--- config.mk ---
export PLATFORM = sky130hd
export DESIGN_NAME = instr_fetch_sequencer_flat
export DESIGN_NICKNAME = d
export VERILOG_FILES = /design/src/rtl/instr_fetch_sequencer_pkg.sv /design/src/rtl/instr_fetch_sequencer_if.sv /design/src/rtl/instr_fetch_sequencer_program_counter.sv /design/src/rtl/instr_fetch_sequencer.sv /design/src/flat_wrapper.sv
export SDC_FILE = /design/constraint.sdc
export NUM_CORES = 1
export LEC_CHECK = 0
export ABC_AREA = 1
export CAP_MARGIN = 20
export CELL_PAD_IN_SITES_DETAIL_PLACEMENT = 2
export CELL_PAD_IN_SITES_GLOBAL_PLACEMENT = 2
export CORE_UTILIZATION = 22
export DETAILED_ROUTE_END_ITERATION = 6
export PLACE_DENSITY_LB_ADDON = 0.1
export SLEW_MARGIN = 20
export SYNTH_ARGS = -nofsm -noshare
export SYNTH_HDL_FRONTEND = slang
export SYNTH_HIERARCHICAL = 1
export SYNTH_SLANG_ARGS = --single-unit
--- constraint.sdc ---
create_clock -name clk -period 1.68 [get_ports clk]
set_clock_uncertainty 0.05 [all_clocks]
set_input_delay 0.252 -clock clk [delete_from_list [all_inputs] [get_ports clk]]
set_output_delay 0.252 -clock clk [all_outputs]
set_load 0.1 [all_outputs]
--- src/rtl/instr_fetch_sequencer_pkg.sv ---
// Shared types and default sizing for the variable-length instruction fetch sequencer.
package instr_fetch_sequencer_pkg;

  localparam int              DATA_WIDTH_DEF        = 8;
  localparam int              ADDR_WIDTH_DEF        = 16;
  localparam int              MAX_OPERAND_BYTES_DEF = 2;
  localparam int              MAX_MICROSTEPS_DEF    = 8;
  localparam logic [15:0]     RESET_VECTOR_DEF      = 16'hF000;

  localparam int MICROSTEP_W = $clog2(MAX_MICROSTEPS_DEF);
  typedef logic [MICROSTEP_W-1:0] microstep_t;

  typedef enum logic [3:0] {
    S_RESET          = 4'd0,
    S_INIT           = 4'd1,
    S_LATCH_ADDR     = 4'd2,
    S_READ_BYTE      = 4'd3,
    S_LATCH_BYTE     = 4'd4,
    S_CHK_MORE_BYTES = 4'd5,
    S_EXECUTE        = 4'd6,
    S_HALT           = 4'd7
  } fsm_state_t;

endpackage

--- src/rtl/instr_fetch_sequencer_if.sv ---
// Bundle between the sequencer, the byte-wide fetch RAM and the microcode/decoder side.
interface instr_fetch_sequencer_if
  import instr_fetch_sequencer_pkg::*;
#(
  parameter int DATA_WIDTH        = DATA_WIDTH_DEF,
  parameter int ADDR_WIDTH        = ADDR_WIDTH_DEF,
  parameter int MAX_OPERAND_BYTES = MAX_OPERAND_BYTES_DEF,
  parameter int MAX_MICROSTEPS    = MAX_MICROSTEPS_DEF
) ();

  localparam int LEN_W = $clog2(MAX_OPERAND_BYTES + 1);
  localparam int MS_W  = $clog2(MAX_MICROSTEPS);

  logic [ADDR_WIDTH-1:0]                   mem_addr;
  logic                                    mem_rd;
  logic [DATA_WIDTH-1:0]                   mem_rdata;
  logic [DATA_WIDTH-1:0]                   opcode;
  logic [MAX_OPERAND_BYTES*DATA_WIDTH-1:0] operand;
  logic [LEN_W-1:0]                        operand_len;
  logic [MS_W-1:0]                         microstep;
  logic                                    exec_active;
  logic                                    last_step;
  logic                                    halt;
  logic                                    pc_load;
  logic [ADDR_WIDTH-1:0]                   pc_load_value;
  logic [ADDR_WIDTH-1:0]                   pc;
  logic                                    halted;
  logic                                    fault;

  modport master (
    output mem_addr, mem_rd, opcode, operand, microstep, exec_active, pc, halted, fault,
    input  mem_rdata, operand_len, last_step, halt, pc_load, pc_load_value
  );

  modport slave (
    input  mem_addr, mem_rd, opcode, operand, microstep, exec_active, pc, halted, fault,
    output mem_rdata, operand_len, last_step, halt, pc_load, pc_load_value
  );

endinterface

--- src/rtl/instr_fetch_sequencer_program_counter.sv ---
// Program counter register: load has priority over increment, increment wraps at 2^ADDR_WIDTH.
module program_counter #(
  parameter int ADDR_WIDTH = 16
) (
  input  logic                  clk,
  input  logic                  reset,
  input  logic                  load_en,
  input  logic [ADDR_WIDTH-1:0] load_value,
  input  logic                  inc_en,
  output logic [ADDR_WIDTH-1:0] pc
);

  logic [ADDR_WIDTH-1:0] pc_r;

  // pc register update
  always_ff @(posedge clk) begin
    if (reset) begin
      pc_r <= '0;
    end else if (load_en) begin
      pc_r <= load_value;
    end else if (inc_en) begin
      pc_r <= pc_r + ADDR_WIDTH'(1);
    end else begin
      pc_r <= pc_r;
    end
  end

  assign pc = pc_r;

endmodule

--- src/rtl/instr_fetch_sequencer.sv ---
// Variable-length fetch/execute sequencer: fetches opcode plus operand bytes from sync RAM,
// then runs microsteps until microcode reports last_step or halt.
module instr_fetch_sequencer
  import instr_fetch_sequencer_pkg::*;
#(
  parameter int                    DATA_WIDTH        = DATA_WIDTH_DEF,
  parameter int                    ADDR_WIDTH        = ADDR_WIDTH_DEF,
  parameter int                    MAX_OPERAND_BYTES = MAX_OPERAND_BYTES_DEF,
  parameter int                    MAX_MICROSTEPS    = MAX_MICROSTEPS_DEF,
  parameter logic [ADDR_WIDTH-1:0] RESET_VECTOR      = ADDR_WIDTH'(RESET_VECTOR_DEF)
) (
  input logic                      clk,
  input logic                      reset,
  instr_fetch_sequencer_if.master  bus
);

  localparam int LEN_W = $clog2(MAX_OPERAND_BYTES + 1);
  // byte_idx counts the opcode too, so it must reach MAX_OPERAND_BYTES+1
  localparam int IDX_W = $clog2(MAX_OPERAND_BYTES + 2);
  localparam int MS_W  = $clog2(MAX_MICROSTEPS);
  localparam int OPW   = MAX_OPERAND_BYTES * DATA_WIDTH;

  fsm_state_t            state_r;
  fsm_state_t            state_nxt_s;
  logic [IDX_W-1:0]      byte_idx_r;
  logic [MS_W-1:0]       microstep_r;
  logic [DATA_WIDTH-1:0] opcode_r;
  logic [OPW-1:0]        operand_r;
  logic                  mem_rd_r;
  logic                  exec_active_r;
  logic                  halted_r;
  logic                  fault_r;

  logic [ADDR_WIDTH-1:0] pc_s;
  logic [ADDR_WIDTH-1:0] pc_load_value_s;
  logic                  pc_load_s;
  logic                  pc_inc_s;
  logic                  fault_set_s;
  logic                  len_bad_s;
  logic                  more_bytes_s;
  logic                  ms_last_s;

  assign len_bad_s    = (bus.operand_len > LEN_W'(MAX_OPERAND_BYTES));
  assign more_bytes_s = (byte_idx_r <= IDX_W'(bus.operand_len));
  assign ms_last_s    = (microstep_r == MS_W'(MAX_MICROSTEPS - 1));

  program_counter #(.ADDR_WIDTH(ADDR_WIDTH)) u_pc (
    .clk        (clk),
    .reset      (reset),
    .load_en    (pc_load_s),
    .load_value (pc_load_value_s),
    .inc_en     (pc_inc_s),
    .pc         (pc_s)
  );

  // state register
  always_ff @(posedge clk) begin
    if (reset) begin
      state_r <= S_RESET;
    end else begin
      state_r <= state_nxt_s;
    end
  end

  // next-state decode and pc/fault strobes
  always_comb begin
    state_nxt_s     = state_r;
    pc_load_s       = 1'b0;
    pc_load_value_s = bus.pc_load_value;
    pc_inc_s        = 1'b0;
    fault_set_s     = 1'b0;
    case (state_r)
      S_RESET: begin
        state_nxt_s = S_INIT;
      end
      S_INIT: begin
        pc_load_s       = 1'b1;
        pc_load_value_s = RESET_VECTOR;
        state_nxt_s     = S_LATCH_ADDR;
      end
      S_LATCH_ADDR: begin
        state_nxt_s = S_READ_BYTE;
      end
      S_READ_BYTE: begin
        state_nxt_s = S_LATCH_BYTE;
      end
      S_LATCH_BYTE: begin
        pc_inc_s    = 1'b1;
        state_nxt_s = S_CHK_MORE_BYTES;
      end
      S_CHK_MORE_BYTES: begin
        if (len_bad_s) begin
          fault_set_s = 1'b1;
          state_nxt_s = S_HALT;
        end else if (more_bytes_s) begin
          state_nxt_s = S_LATCH_ADDR;
        end else begin
          state_nxt_s = S_EXECUTE;
        end
      end
      S_EXECUTE: begin
        // a jump taken together with last_step steers the very next fetch
        pc_load_s = bus.pc_load;
        if (bus.halt) begin
          state_nxt_s = S_HALT;
        end else if (bus.last_step) begin
          state_nxt_s = S_LATCH_ADDR;
        end else if (ms_last_s) begin
          fault_set_s = 1'b1;
          state_nxt_s = S_HALT;
        end else begin
          state_nxt_s = S_EXECUTE;
        end
      end
      S_HALT: begin
        state_nxt_s = S_HALT;
      end
      default: begin
        state_nxt_s = S_RESET;
      end
    endcase
  end

  // byte index, opcode/operand latches and microstep counter
  always_ff @(posedge clk) begin
    if (reset) begin
      byte_idx_r  <= '0;
      opcode_r    <= '0;
      operand_r   <= '0;
      microstep_r <= '0;
    end else begin
      case (state_r)
        S_INIT: begin
          byte_idx_r <= '0;
        end
        S_LATCH_BYTE: begin
          if (byte_idx_r == IDX_W'(0)) begin
            opcode_r  <= bus.mem_rdata;
            operand_r <= '0;
          end else begin
            for (int b = 0; b < MAX_OPERAND_BYTES; b++) begin
              if (byte_idx_r == IDX_W'(b + 1)) begin
                operand_r[b*DATA_WIDTH +: DATA_WIDTH] <= bus.mem_rdata;
              end
            end
          end
          byte_idx_r <= byte_idx_r + IDX_W'(1);
        end
        S_CHK_MORE_BYTES: begin
          microstep_r <= '0;
        end
        S_EXECUTE: begin
          // microstep reads 0 whenever the sequencer is not executing
          if (state_nxt_s == S_EXECUTE) begin
            microstep_r <= microstep_r + MS_W'(1);
          end else begin
            microstep_r <= '0;
            byte_idx_r  <= '0;
          end
        end
        default: begin
        end
      endcase
    end
  end

  // registered status outputs, decoded from the upcoming state
  always_ff @(posedge clk) begin
    if (reset) begin
      mem_rd_r      <= 1'b0;
      exec_active_r <= 1'b0;
      halted_r      <= 1'b0;
      fault_r       <= 1'b0;
    end else begin
      mem_rd_r      <= (state_nxt_s == S_READ_BYTE);
      exec_active_r <= (state_nxt_s == S_EXECUTE);
      halted_r      <= (state_nxt_s == S_HALT);
      fault_r       <= fault_r | fault_set_s;
    end
  end

  assign bus.mem_addr    = pc_s;
  assign bus.mem_rd      = mem_rd_r;
  assign bus.opcode      = opcode_r;
  assign bus.operand     = operand_r;
  assign bus.microstep   = microstep_r;
  assign bus.exec_active = exec_active_r;
  assign bus.pc          = pc_s;
  assign bus.halted      = halted_r;
  assign bus.fault       = fault_r;

endmodule
--- src/flat_wrapper.sv ---
// flat-port wrapper written by rule: the top's interface ports become plain ports
module instr_fetch_sequencer_flat import instr_fetch_sequencer_pkg::*;
#(
  parameter int                    DATA_WIDTH        = DATA_WIDTH_DEF,
  parameter int                    ADDR_WIDTH        = ADDR_WIDTH_DEF,
  parameter int                    MAX_OPERAND_BYTES = MAX_OPERAND_BYTES_DEF,
  parameter int                    MAX_MICROSTEPS    = MAX_MICROSTEPS_DEF,
  parameter logic [ADDR_WIDTH-1:0] RESET_VECTOR      = ADDR_WIDTH'(RESET_VECTOR_DEF)
)
  (clk, reset, bus_mem_addr, bus_mem_rd, bus_opcode, bus_operand, bus_microstep, bus_exec_active, bus_pc, bus_halted, bus_fault, bus_mem_rdata, bus_operand_len, bus_last_step, bus_halt, bus_pc_load, bus_pc_load_value);
  instr_fetch_sequencer_if #(.DATA_WIDTH(DATA_WIDTH), .ADDR_WIDTH(ADDR_WIDTH), .MAX_OPERAND_BYTES(MAX_OPERAND_BYTES), .MAX_MICROSTEPS(MAX_MICROSTEPS)) bus_i ();
  input logic clk;
  input logic reset;
  output wire logic [$bits(bus_i.mem_addr)-1:0] bus_mem_addr;
  output wire logic [$bits(bus_i.mem_rd)-1:0] bus_mem_rd;
  output wire logic [$bits(bus_i.opcode)-1:0] bus_opcode;
  output wire logic [$bits(bus_i.operand)-1:0] bus_operand;
  output wire logic [$bits(bus_i.microstep)-1:0] bus_microstep;
  output wire logic [$bits(bus_i.exec_active)-1:0] bus_exec_active;
  output wire logic [$bits(bus_i.pc)-1:0] bus_pc;
  output wire logic [$bits(bus_i.halted)-1:0] bus_halted;
  output wire logic [$bits(bus_i.fault)-1:0] bus_fault;
  input wire logic [$bits(bus_i.mem_rdata)-1:0] bus_mem_rdata;
  input wire logic [$bits(bus_i.operand_len)-1:0] bus_operand_len;
  input wire logic [$bits(bus_i.last_step)-1:0] bus_last_step;
  input wire logic [$bits(bus_i.halt)-1:0] bus_halt;
  input wire logic [$bits(bus_i.pc_load)-1:0] bus_pc_load;
  input wire logic [$bits(bus_i.pc_load_value)-1:0] bus_pc_load_value;
  assign bus_mem_addr = bus_i.mem_addr;
  assign bus_mem_rd = bus_i.mem_rd;
  assign bus_opcode = bus_i.opcode;
  assign bus_operand = bus_i.operand;
  assign bus_microstep = bus_i.microstep;
  assign bus_exec_active = bus_i.exec_active;
  assign bus_pc = bus_i.pc;
  assign bus_halted = bus_i.halted;
  assign bus_fault = bus_i.fault;
  assign bus_i.mem_rdata = bus_mem_rdata;
  assign bus_i.operand_len = bus_operand_len;
  assign bus_i.last_step = bus_last_step;
  assign bus_i.halt = bus_halt;
  assign bus_i.pc_load = bus_pc_load;
  assign bus_i.pc_load_value = bus_pc_load_value;
  instr_fetch_sequencer #(.DATA_WIDTH(DATA_WIDTH), .ADDR_WIDTH(ADDR_WIDTH), .MAX_OPERAND_BYTES(MAX_OPERAND_BYTES), .MAX_MICROSTEPS(MAX_MICROSTEPS), .RESET_VECTOR(RESET_VECTOR)) u_core (.clk(clk), .reset(reset), .bus(bus_i));
endmodule
==> flow_summary.toml, run 1 <==
[status]
status = "completed"

[clock_network]
tritoncts = "done"
tritoncts_buffer_count = 5
clock_tree.buffer_depth = 2
cts-htree-levels = 2
clkLatencyLatePin_ns = 0.29
cts.clk_slew.worst_paths_ns = 0.07
tritoncts_num_sinks = 52
clock_tree.root_cell = "sky130_fd_sc_hd__clkbuf_16"

[worst_setup_path]
worstSetupStartpointType = "flip-flop"
critical_path.endpoint_type = "flip-flop"
critical_path_peak_fanout = 5
crit_arrival_ns = 1.74
worstPathRequired_ns = 1.86
reg2regPathDepth = 11
regToRegSetupSlack_ns = 0.12
critPathKind = "flip-flop to flip-flop"

[place]
port-buffer-count = 93
routabilityCongestion = 0.736
detailedPlacementHpwl_microns = 7780
dp_worst_setup_slack_ns = -0.291

[timing]
timing_max_transition_violations_final = 0
setup_repair_after_global_routing_missed_its_margin = "no"
clock.fmax_mhz = 641
measured_slew_at_the_worst_slew_check_pin_ns = 0.340
final.hold.worst_slack_ns = 0.422
post-route-worst-setup-slack_ns = 0.121
fin_crit_sh_pct = 92.8
maxSlewHeadroom_pct = 77.3
hold_viol = 0
layout_min_cycle_time_ns = 1.56
timing.final.setup_violations = 0

[global_route]
grt_pass1_wl_microns = 15900
first_global_vias = 3225
grt_use_total_pct = 15.4
global_route.overflow_total = 0
antenna_violations_before_repair = 0
grt_start_max_net_pins = 35

[floorplanning]
floorplan.core_area_sq_um = 12700
die_span_x_microns = 116
num_rows = 41
ios = 94
chipHeight_microns = 116
initial_standard_cell_utilization_of_the_core_pct = 22.7
fp.dieArea_sq_um = 13500

[pwr]
power-per-cell-area_nw_per_um2 = 892
totalPowerFinal_mw = 4.34
vdd_ir_drop_max_uv = 429
static-leakage-power_nw = 2.05

[routing]
detail-route-antenna-nets = 0
route.detailed.drc = 0
drt-pass1-iter-count = 4
routed_wirelength_microns = 9860
initialDrtViolationCount = 64
detailroute.via_count = 2969
detail_route.vias_per_cell = 4.39
post_drt_wl_per_cell_microns = 14.6

[synth]
synth_top_family_by_area = "simple AND/OR/NAND/NOR gates"
synthMuxAreaShare_pct = 0
synthesis.instances = 411
synth_simple_gate_area_share_pct = 27.8
synth_adder_area_share_pct = 3.49
ys_types = 29
synth-compound-area-share_pct = 16.3
synth_seq_area_share_pct = 36.3
synth_area_sq_um = 2870
post_synthesis_sequential_element_count = 52
synth-warning-count = 6
syn-num-nets = 450
parity_gate_share_of_the_synthesized_area_counting_xor_and_xnor_cells_pct = 2.14
postSynthAreaPerCell_sq_um = 6.98

[layout]
design.final.nets = 542
n_antenna_cell = 0
utilization_pct = 38.4
layout-drive-gt1-share_pct = 31.3
area_delta_synth_final_pct = 69.5

[min_path]
hold_path.class = "input port to flip-flop"
holdPathStages = 5

[flow_run]
drv.max_cap_violation_count = 0
[cells by family (layout without fill, tap and decap cells)]
kind of cell               count (synthesis)  after routing
adders and majority gates                  8              8
DFF                                       52             52
xor gates and xnor gates                   7              7
buffers and inverters                     86            179
AOI/OAI and AO/OA                         79             79
and+or+nand+nor                          179            179
[power by group]
| part | internal, mW | total, mW | switching (mW) | leakage, nW |
|---|---|---|---|---|
| logic | 0.652 | 1.81 | 1.16 | 1.55 |
| clock network | 0.557 | 1.07 | 0.508 | 0.0702 |
| registers | 1.32 | 1.46 | 0.146 | 0.432 |
| total | 2.52 | 4.34 | 1.82 | 2.05 |
[repair_timing]
action	CTS	global route
gates resized for setup	0	14
setup endpoints to repair	6	15
setup buffers	1	2
pin swaps	1	6
hold buffers	0	0
[synth_stat cells]
master | instances | area [sq um]
sky130_fd_sc_hd__a22oi_1 | 10 | 75.1
sky130_fd_sc_hd__nor2_1 | 28 | 105
sky130_fd_sc_hd__nor2_4 | 4 | 45.0
sky130_fd_sc_hd__a31oi_1 | 1 | 6.26
sky130_fd_sc_hd__a21oi_1 | 45 | 225
sky130_fd_sc_hd__inv_2 | 4 | 15.0
sky130_fd_sc_hd__xor2_1 | 5 | 43.8
sky130_fd_sc_hd__nand2_2 | 10 | 62.6
sky130_fd_sc_hd__inv_1 | 53 | 199
sky130_fd_sc_hd__a21oi_2 | 1 | 8.76
sky130_fd_sc_hd__nand2_4 | 1 | 11.3
sky130_fd_sc_hd__nor2_2 | 7 | 43.8
sky130_fd_sc_hd__o21bai_1 | 3 | 22.5
sky130_fd_sc_hd__o21bai_2 | 1 | 11.3
sky130_fd_sc_hd__dfxtp_1 | 52 | 1040
sky130_fd_sc_hd__buf_4 | 18 | 135
sky130_fd_sc_hd__buf_2 | 3 | 15.0
sky130_fd_sc_hd__nand3_2 | 2 | 20.0
sky130_fd_sc_hd__ha_1 | 8 | 100
sky130_fd_sc_hd__nand2_1 | 103 | 387
sky130_fd_sc_hd__clkbuf_1 | 5 | 18.8
sky130_fd_sc_hd__xnor2_1 | 2 | 17.5
sky130_fd_sc_hd__o21ai_4 | 2 | 32.5
sky130_fd_sc_hd__inv_4 | 3 | 18.8
sky130_fd_sc_hd__o21ai_0 | 11 | 55.1
sky130_fd_sc_hd__a21boi_2 | 1 | 11.3
sky130_fd_sc_hd__nand3_1 | 21 | 105
sky130_fd_sc_hd__o21ai_1 | 4 | 20.0
sky130_fd_sc_hd__nand4_1 | 3 | 18.8
[flip-flops by register name, summed over array words and instances (netlist names)]
name,flops
u_core/bus.microstep,3
u_core/byte_idx_r,2
u_core/state_r,3
u_core/bus.halted,1
u_core/bus.operand,16
u_core/u_pc/pc,16
u_core/bus.mem_rd,1
u_core/bus.fault,1
u_core/bus.opcode,8
u_core/bus.exec_active,1
[worst max-delay path, cell delays in order (launching register included)]
cell and delay (ns):
sky130_fd_sc_hd__dfxtp_4 0.36, sky130_fd_sc_hd__ha_2 0.18, sky130_fd_sc_hd__ha_2 0.16, sky130_fd_sc_hd__inv_2 0.07
sky130_fd_sc_hd__nor2_4 0.04, sky130_fd_sc_hd__nor2_2 0.12, sky130_fd_sc_hd__nand3_2 0.08, sky130_fd_sc_hd__inv_2 0.10
sky130_fd_sc_hd__nand2_4 0.07, sky130_fd_sc_hd__nand3_1 0.07, sky130_fd_sc_hd__nand2_1 0.07, sky130_fd_sc_hd__nor2_2 0.12
[layout by cell type, fill, tap and decap left out, types with 4 or more instances in the layout]
master / instances
sky130_fd_sc_hd__nor2_2: 10
sky130_fd_sc_hd__dfxtp_1: 31
sky130_fd_sc_hd__dfxtp_2: 19
sky130_fd_sc_hd__nor2_1: 24
sky130_fd_sc_hd__nand2_1: 102
sky130_fd_sc_hd__nand3_1: 21
sky130_fd_sc_hd__clkdlybuf4s50_1: 29
sky130_fd_sc_hd__nand2_2: 10
sky130_fd_sc_hd__buf_4: 15
sky130_fd_sc_hd__ha_1: 5
sky130_fd_sc_hd__a22oi_1: 10
sky130_fd_sc_hd__nor2_4: 5
sky130_fd_sc_hd__clkbuf_16: 5
sky130_fd_sc_hd__a21oi_1: 44
sky130_fd_sc_hd__o21ai_0: 11
sky130_fd_sc_hd__inv_1: 50
sky130_fd_sc_hd__xor2_1: 5
sky130_fd_sc_hd__buf_12: 66
sky130_fd_sc_hd__o21ai_1: 4
sky130_fd_sc_hd__inv_2: 7
[path summary, 6_finish.rpt]
check                                              from                     to
worst max-delay path            u_core/bus.microstep[0]   u_core/byte_idx_r[0]
worst min-delay path                 bus_operand_len[1]       u_core/bus.fault
worst max register to register  u_core/bus.microstep[0]   u_core/byte_idx_r[0]
worst min register to register    u_core/bus.operand[9]  u_core/bus.operand[9]
[final cells by class]
| class | count | area (sq um) |
|---|---|---|
| Fill cell | 1456 | 7810 |
| Timing Repair Buffer | 111 | 1740 |
| Multi-Input combinational cell | 273 | 1460 |
| Sequential cell | 52 | 1070 |
| Inverter | 60 | 233 |
| Tap cell | 172 | 215 |
| Clock buffer | 5 | 125 |
| Clock inverter | 3 | 21.3 |
[layer usage]
| metal | share of wire [%] | GRT usage [%] |
|---|---|---|
| met5 | 0 | 0 |
| met4 | 0.79 | 3.33 |
| met3 | 4.4 | 3.27 |
| met2 | 53 | 29.1 |
| met1 | 41 | 17.5 |
[per-stage QoR]
step	setup TNS [ns]	cells	instance area, sq um
final	0	676	4860
after global routing	0	676	4860
after CTS	0	674	4820
after detailed placement	-1.49	665	4650
after global placement	-0.672	665	4650
after floorplan	-0.0609	411	2910
Note: power is estimated with default switching activity, not from simulation.
==> inputs of run 2 (changes only) <==
Settings changed: CORE_ASPECT_RATIO from default to 0.6.
==> flow_summary.toml, run 2 (synthesis results as in run 1) <==
[status]
status = "completed"

[floorplanning]
num_rows = 31
floorplan.core_area_sq_um = 12400
fp.dieArea_sq_um = 13500
chipHeight_microns = 90.5
initial_standard_cell_utilization_of_the_core_pct = 23.2
ios = 94
die_span_x_microns = 149

[timing]
hold_viol = 0
timing.final.setup_violations = 0
measured_slew_at_the_worst_slew_check_pin_ns = 0.372
timing_max_transition_violations_final = 0
fin_crit_sh_pct = 92.0
maxSlewHeadroom_pct = 75.1
clock.fmax_mhz = 647
layout_min_cycle_time_ns = 1.55
setup_repair_after_global_routing_missed_its_margin = "no"

[global_route]
grt_start_max_net_pins = 25
first_global_vias = 3217
global_route.overflow_total = 0
grt_pass1_wl_microns = 17200
antenna_violations_before_repair = 0
grt_use_total_pct = 16.4

[worst_setup_path]
worstPathRequired_ns = 1.82
critical_path.endpoint_type = "flip-flop"
crit_arrival_ns = 1.69
worstSetupStartpointType = "flip-flop"
path_cells = "ha_2, ha_2, inv_2, nor2_2, o21ai_1, nand2_1, a21oi_2, nor2_1, nand2_1, nor2_1"
crit_path_max_incr_delay_ns = 0.35
critical_path_peak_fanout = 3
critPathKind = "flip-flop to flip-flop"
slowest_stage = "sky130_fd_sc_hd__dfxtp_4"

[pwr]
static-leakage-power_nw = 2.06
totalPowerFinal_mw = 4.31
vdd_ir_drop_max_uv = 436
power-per-cell-area_nw_per_um2 = 886

[layout]
num-fill-cells = 1399
multi_input_area_sq_um = 1460
design.final.nets = 545
layout-drive-gt1-share_pct = 30.6
utilization_pct = 39.3
layout_commonest_cell = "sky130_fd_sc_hd__nand2_1"
seq_area_sq_um = 1070
n_antenna_cell = 0
area_delta_synth_final_pct = 69.6
most-common-layout-cells = "101 x sky130_fd_sc_hd__nand2_1, 66 x sky130_fd_sc_hd__buf_12, 50 x sky130_fd_sc_hd__inv_1, 45 x sky130_fd_sc_hd__a21oi_1, 32 x sky130_fd_sc_hd__dfxtp_1"

[routing]
drt-pass1-iter-count = 4
initialDrtViolationCount = 119
detailroute.via_count = 2933
route.detailed.drc = 0
detail_route.vias_per_cell = 4.36
post_drt_wl_per_cell_microns = 15.7
routed_wirelength_microns = 10600
detail-route-antenna-nets = 0

[clock_network]
tritoncts = "done"
tritoncts_num_sinks = 52
clock_tree.root_cell = "sky130_fd_sc_hd__clkbuf_16"
clock_tree.buffer_depth = 2
cts-htree-levels = 2
cts.clk_slew.worst_paths_ns = 0.07
clkLatencyLatePin_ns = 0.29
tritoncts_buffer_count = 5

[min_path]
hold_path.class = "input port to flip-flop"

[place]
port-buffer-count = 93
detailedPlacementHpwl_microns = 8310
routabilityCongestion = 0.747

[flow_run]
drv.max_cap_violation_count = 0
-- run 2: changes by cell type in the layout (fill, tap and decap cells not counted), moves of 2 or more --
cell / delta
sky130_fd_sc_hd__nand2_4: +2
sky130_fd_sc_hd__buf_4: +3
sky130_fd_sc_hd__clkbuf_1: +2
sky130_fd_sc_hd__nor2_1: +2
-- run 2: report_power, final --
| part | switching (mW) | leakage [nW] | internal [mW] |
|---|---|---|---|
| registers | 0.148 | 0.431 | 1.31 |
| logic | 1.17 | 1.57 | 0.654 |
| clock network | 0.469 | 0.0679 | 0.553 |
| total | 1.79 | 2.06 | 2.52 |
-- run 2: worst max-delay path, delay by kind of cell, from the launching register on --
| family | cells | cell delay, ns |
|---|---|---|
| AO/OA/AOI/OAI | 2 | 0.32 |
| adder cells (fa/ha/maj) | 2 | 0.33 |
| buffers and inverters | 1 | 0.05 |
| flip-flops | 1 | 0.35 |
| AND/OR/NAND/NOR | 5 | 0.34 |
-- run 2: stage by stage --
| step | setup TNS (ns) | hold WS, ns | cell area (sq um) | setup WS [ns] | std cells |
|---|---|---|---|---|---|
| after floorplan | -0.0609 | 0.264 | 2910 | -0.0609 | 411 |
| after global placement | -0.937 | 0.435 | 4640 | -0.208 | 660 |
| after detailed placement | -1.69 | 0.447 | 4640 | -0.307 | 660 |
| after CTS | 0 | 0.461 | 4810 | 0.00992 | 669 |
| after global routing | 0 | 0.473 | 4870 | 0.00891 | 672 |
| final | 0 | 0.417 | 4870 | 0.134 | 672 |
-- run 2: layout make-up --
type / count / share of cell area, %
clock buffer: 7 / 2.72
clock inverter: 1 / 0.103
inverter: 60 / 4.83
multi-input combinational: 273 / 29.9
sequential: 52 / 22.0
tap: 165 / 4.24
timing repair buffer: 114 / 36.1
-- run 2: final timing paths --
kind                                               from                      end  slack, ns  cells past startpoint
worst min register to register  u_core/bus.microstep[1]  u_core/bus.microstep[1]       0.45                      2
worst min-delay path                 bus_operand_len[1]         u_core/bus.fault       0.42                      5
worst max-delay path            u_core/bus.microstep[0]        u_core/bus.mem_rd       0.13                     10
worst max register to register  u_core/bus.microstep[0]        u_core/bus.mem_rd       0.13                     10
-- run 2: layer usage --
layer / vias up / wire [microns] / GRT usage (%)
li1: 1471 / - / -
met1: 1401 / 5590 / 24.8
met2: 57 / 4460 / 24.0
met3: 4 / 474 / 3.08
met4: 0 / 51 / 2.30
met5: - / 0 / 0
-- run 2: what timing repair did --
| action | in CTS | in global routing |
|---|---|---|
| pin swaps | 1 | 5 |
| gates resized for setup | 2 | 10 |
| buffers inserted | 1 | 3 |
| hold buffers | 0 | 0 |
| setup endpoints to repair | 8 | 15 |
